$ cat config.mk
export PLATFORM = sky130hd
export DESIGN_NAME = ysyx_25030085_ifu
export DESIGN_NICKNAME = d
export VERILOG_FILES = /design/src/rtl/ysyx_25030085_ifu_pkg.sv /design/src/rtl/ysyx_25030085_ifu.sv
export SDC_FILE = /design/constraint.sdc
export NUM_CORES = 1
export LEC_CHECK = 0
export CAP_MARGIN = 20
export CORE_UTILIZATION = 47
export CTS_CLUSTER_SIZE = 24
export DETAILED_ROUTE_END_ITERATION = 6
export HOLD_SLACK_MARGIN = 0.03
export PLACE_DENSITY = 0.86
export SLEW_MARGIN = 10
export SYNTH_ARGS = -nofsm -noshare
export SYNTH_HDL_FRONTEND = slang
export SYNTH_SLANG_ARGS = --single-unit
$ cat constraint.sdc
create_clock -name clk -period 6.43 [get_ports clk]
set_input_delay 1.286 -clock clk [delete_from_list [all_inputs] [get_ports clk]]
set_output_delay 1.286 -clock clk [all_outputs]
set_load 0.1 [all_outputs]
$ cat src/rtl/ysyx_25030085_ifu_pkg.sv
// Fetch-unit constants and FSM state type, shared with control and decode.
package ysyx_25030085_ifu_pkg;

    localparam int unsigned INST_W = 32;
    localparam int unsigned ADDR_W = 32;

    localparam logic [ADDR_W-1:0] IFU_RESET_PC    = 32'h8000_0000;
    localparam logic [INST_W-1:0] IFU_EBREAK_INST = 32'h0010_0073;

    typedef enum logic [1:0] {
        S_REQ  = 2'd0,
        S_WAIT = 2'd1,
        S_HOLD = 2'd2,
        S_HALT = 2'd3
    } ifu_state_e;

    function automatic logic [ADDR_W-1:0] align_pc(input logic [ADDR_W-1:0] a);
        return a & 32'hFFFF_FFFC;
    endfunction

endpackage

$ cat src/rtl/ysyx_25030085_ifu.sv
// Instruction fetch unit: one outstanding memory request, a single-entry
// instruction buffer offered to decode, redirect handling and ebreak halt.
module ysyx_25030085_ifu
    import ysyx_25030085_ifu_pkg::*;
#(
    parameter logic [ADDR_W-1:0] RESET_PC    = IFU_RESET_PC,
    parameter logic [INST_W-1:0] EBREAK_INST = IFU_EBREAK_INST
) (
    input  logic              clk,
    input  logic              rst_n,
    output logic              mem_req_valid,
    input  logic              mem_req_ready,
    output logic [ADDR_W-1:0] mem_req_addr,
    input  logic              mem_resp_valid,
    input  logic [INST_W-1:0] mem_resp_data,
    output logic              inst_valid,
    input  logic              inst_ready,
    output logic [INST_W-1:0] inst,
    output logic [ADDR_W-1:0] inst_pc,
    input  logic              redirect_valid,
    input  logic [ADDR_W-1:0] redirect_pc,
    output logic              halted,
    output logic [31:0]       inst_cnt
);

    ifu_state_e        state;
    logic [ADDR_W-1:0] pc;
    logic [INST_W-1:0] inst_buf;
    logic              discard;

    // Request is held off while reset is asserted even though state is already REQ.
    assign mem_req_valid = (state == S_REQ) && rst_n;
    assign mem_req_addr  = pc;
    assign inst_valid    = (state == S_HOLD);
    assign inst          = inst_buf;
    assign inst_pc       = pc;
    assign halted        = (state == S_HALT);

    always_ff @(posedge clk) begin
        if (!rst_n) begin
            state    <= S_REQ;
            pc       <= RESET_PC;
            discard  <= 1'b0;
            inst_buf <= '0;
            inst_cnt <= '0;
        end else begin
            case (state)
                S_REQ: begin
                    if (redirect_valid) begin
                        pc <= align_pc(redirect_pc);
                    end
                    if (mem_req_ready) begin
                        // A request issued alongside a redirect is stale; its reply must be drained.
                        discard <= redirect_valid;
                        state   <= S_WAIT;
                    end
                end
                S_WAIT: begin
                    if (redirect_valid) begin
                        pc <= align_pc(redirect_pc);
                    end
                    if (mem_resp_valid) begin
                        discard <= 1'b0;
                        if (discard || redirect_valid) begin
                            state <= S_REQ;
                        end else begin
                            inst_buf <= mem_resp_data;
                            state    <= S_HOLD;
                        end
                    end else if (redirect_valid) begin
                        discard <= 1'b1;
                    end
                end
                S_HOLD: begin
                    if (inst_ready) begin
                        inst_cnt <= inst_cnt + 32'd1;
                    end
                    if (redirect_valid) begin
                        pc    <= align_pc(redirect_pc);
                        state <= S_REQ;
                    end else if (inst_ready) begin
                        if (inst_buf == EBREAK_INST) begin
                            state <= S_HALT;
                        end else begin
                            pc    <= pc + 32'd4;
                            state <= S_REQ;
                        end
                    end
                end
                S_HALT: begin
                    state <= S_HALT;
                end
                default: begin
                    state <= S_HALT;
                end
            endcase
        end
    end

endmodule
==> insert_results.sql <==
INSERT INTO impl_metrics (metric_group, metric, value, unit) VALUES
('status', 'outcome', 'finished clean', ''),
('die', 'design.core.area', '10370', 'µm²'),
('drt', 'routed_via_density', '5.807', ''),
('placed_design', 'placedCellCount', '917', ''),
('clock_network', 'h_tree_level_count', '3', ''),
('setup_path', 'path_depth_of_the_worst_reg2reg_path', '7', ''),
('clock_network', 'clock_buffer_count_from_cts', '9', ''),
('placed_design', 'placement.cell_area', '6824', 'µm²'),
('setup_path', 'slowest_stage', 'sky130_fd_sc_hd__or2_1', ''),
('global_routing', 'global_route_wire_length_before_repair', '24180', 'µm'),
('setup_path', 'setup.reg_to_reg.worst_slack', '3.26', 'ns'),
('setup_path', 'critical-path-max-stage-delay', '0.82', 'ns'),
('timing', 'timing_hold_violations_final', '0', ''),
('clock_network', 'postCtsSetupBuffers', '0', ''),
('timing', 'slew_headroom', '30.42', '%'),
('setup_path', 'crit_cells', '8', ''),
('die', 'pin_count', '201', ''),
('finish', 'finalNonFillerCells', '934', ''),
('timing', 'tightestPinTransition', '1.040', 'ns'),
('drt', 'routed_wl', '15210', 'µm'),
('drt', 'drt_drc_violations_left', '0', ''),
('synth', 'postSynthCellCount', '659', ''),
('timing', 'period_minus_slack', '3.977', 'ns'),
('global_routing', 'vias_in_the_first_global_route', '4956', ''),
('die', 'die_x', '105.9', 'µm'),
('power_and_ir_drop', 'power_leakage', '2.350', 'nW'),
('setup_path', 'worst_setup_path_end_kind', 'flip-flop', ''),
('synth', 'most_common_cell_in_the_synthesized_netlist', 'sky130_fd_sc_hd__nand2_1', ''),
('synth', 'async_flop_share', '0', '%'),
('setup_path', 'startpoint_kind_of_the_worst_setup_timing_path', 'primary input', ''),
('die', 'dieHeight', '105.9', 'µm'),
('synth', 'synth.lib_cells_used.distinct', '55', ''),
('synth', 'share_of_synthesized_area_occupied_by_flip_flops_and_latches', '38.30', '%'),
('placed_design', 'place_congestion', '0.8148', ''),
('drt', 'wire_per_inst', '16.28', 'µm'),
('synth', 'synthesis_warning_total', '0', ''),
('setup_path', 'worst_setup_path_start', 'redirect_valid', ''),
('placed_design', 'dp_hpwl', '10440', 'µm'),
('synth', 'synth_enable_flop_cells', '0', ''),
('die', 'initial_utilization', '48.89', '%'),
('power_and_ir_drop', 'pwr_density_cell', '201.3', 'nW/µm²'),
('clock_network', 'cts.clk_slew.worst_paths', '0.10', 'ns'),
('finish', 'flow.area_growth_from_synthesis', '38.35', '%'),
('global_routing', 'track_usage', '26.54', '%'),
('clock_network', 'cts_hold_repair.buffers', '0', ''),
('drt', 'drt_pre_antenna_iters', '5', ''),
('drt', 'num_vias', '5424', ''),
('synth', 'syn_area_per_cell', '7.693', 'µm²'),
('setup_path', 'critical_path.reg2reg.startpoint', 'state[1]', ''),
('synth', 'synth_top_cells_by_area', 'sky130_fd_sc_hd__dfxtp_1, sky130_fd_sc_hd__nand2_1, sky130_fd_sc_hd__a21oi_1, sky130_fd_sc_hd__buf_4, sky130_fd_sc_hd__nor2_1', ''),
('synth', 'netlist.area_leader.share', '38.30', '%'),
('clock_network', 'insertion_delay', '0.37', 'ns'),
('synth', 'ys_ff_latch', '97', ''),
('synth', 'synth.top_cells.by_count', 'sky130_fd_sc_hd__nand2_1, sky130_fd_sc_hd__dfxtp_1, sky130_fd_sc_hd__a21oi_1', ''),
('drt', 'drtAntennaViolNets', '0', ''),
('timing', 'unrepaired_setup_endpoints_after_global_routing', 'false', ''),
('clock_network', 'numClockSinks', '97', ''),
('timing', 'timing.final.setup_violations', '0', ''),
('global_routing', 'grt_start_max_net_pins', '89', ''),
('global_routing', 'grt_antenna_before_repair', '0', ''),
('setup_path', 'worstReg2RegEnd', 'inst_pc[12]', ''),
('setup_path', 'critical_path_class', 'in2reg', ''),
('synth', 'synth_area', '5070', 'µm²'),
('finish', 'final_area', '7014', 'µm²'),
('finish', 'layout-drive-gt1-share', '4.762', '%'),
('finish', 'num_antenna_cells', '0', ''),
('setup_path', 'critPathMaxFanout', '37', ''),
('global_routing', 'global_route.overflow_total', '0', ''),
('setup_path', 'cpLargestDelayFamily', 'simple AND/OR/NAND/NOR gates', ''),
('timing', 'final_cycle_share', '61.85', '%'),
('flow_run', 'maxCapViolCount', '0', '');
==> cell usage in the layout, fill, tap and decap left out, types with 5 or more instances in the layout <==
cell type | netlist | layout
sky130_fd_sc_hd__clkdlybuf4s50_1 | 0 | 193
sky130_fd_sc_hd__nand2_1 | 121 | 121
sky130_fd_sc_hd__dfxtp_1 | 97 | 97
sky130_fd_sc_hd__a21oi_1 | 55 | 55
sky130_fd_sc_hd__nor2_1 | 53 | 53
sky130_fd_sc_hd__nor3_1 | 31 | 31
sky130_fd_sc_hd__nand3_1 | 23 | 23
sky130_fd_sc_hd__o32ai_1 | 19 | 19
sky130_fd_sc_hd__nand4_1 | 16 | 16
sky130_fd_sc_hd__xnor2_1 | 14 | 14
sky130_fd_sc_hd__nor4_1 | 12 | 11
sky130_fd_sc_hd__xor2_1 | 9 | 9
sky130_fd_sc_hd__a211oi_1 | 9 | 9
sky130_fd_sc_hd__clkbuf_8 | 0 | 9
sky130_fd_sc_hd__buf_4 | 34 | 9
sky130_fd_sc_hd__inv_1 | 8 | 8
sky130_fd_sc_hd__o21ai_0 | 8 | 8
sky130_fd_sc_hd__a31oi_1 | 8 | 8
sky130_fd_sc_hd__o31a_1 | 8 | 8
sky130_fd_sc_hd__and3_1 | 6 | 6
sky130_fd_sc_hd__or3_1 | 5 | 5
sky130_fd_sc_hd__o31ai_1 | 5 | 5
==> final cells by class <==
cell class                 instances  area [µm²]
inverter                           9       33.78
clock buffer                       9       123.9
clock inverter                     7       61.31
sequential                        97        1942
tap                              136       170.2
timing repair buffer             203        2004
fill                             866        3356
multi-input combinational        473        2679
==> worst min-delay path, delay by kind of cell, from the launching register on <==
kind / cells / cell delay, ns
compound gates: 1 / 0.05
flops: 1 / 0.33
simple gates: 1 / 0.05
==> registers in the layout, indices dropped and copies added, names as in the netlist <==
signal / flops
inst_pc: 30
state: 2
inst: 32
discard: 1
inst_cnt: 32
==> routing by layer <==
layer | wire, µm | global-route usage [%]
met1 | 6342 | 32.37
met2 | 7568 | 46.22
met3 | 1033 | 5.937
met4 | 264 | 8.234
met5 | 0 | 0
==> logic make-up after synthesis <==
family                   count (synthesis)  share of synthesized area, %
AO/OA/AOI/OAI                          137                         18.14
XOR/XNOR                                23                         3.973
adder cells (fa/ha/maj)                  2                        0.4935
buffers and inverters                   92                         9.477
flip-flops                              97                         38.30
multiplexers                             3                        0.5923
other                                    1                       0.07397
AND/OR/NAND/NOR                        304                         28.95
==> how the worst min path moves through the flow <==
stage          cells after the start  endpoint  slack [ns]  startpoint
6_report                           2  inst[21]        0.48    inst[21]
5_1_grt                            2  inst[14]        0.50    inst[14]
4_1_cts                            2  inst[13]        0.48    inst[13]
3_5_place_dp                       2  inst[15]        0.46    inst[15]
3_3_place_gp                       2  inst[18]        0.46    inst[18]
2_1_floorplan                      2   discard        0.53     discard
==> power breakdown <==
group          switching [W]  total (W)  internal (W)
clock network       0.000237   0.000385      0.000148
registers          0.0000268   0.000645      0.000618
logic               0.000276   0.000382      0.000106
==> through the flow <==
| step | hold slack (ns) | setup slack, ns | util [%] | total power [W] |
|---|---|---|---|---|
| CTS | 0.4791 | 2.476 | 67.59 | 0.001419 |
| global route | 0.5024 | 2.273 | 67.64 | 0.001461 |
| detailed placement | 0.4639 | 2.084 | 65.81 | 0.001040 |
| finish | 0.4759 | 2.453 | 67.64 | 0.001412 |
| floorplan | 0.5323 | 1.295 | - | 0.0009438 |
| global placement | 0.4550 | 2.137 | 65.81 | 0.001035 |
Note: power is estimated with default switching activity, not from simulation.
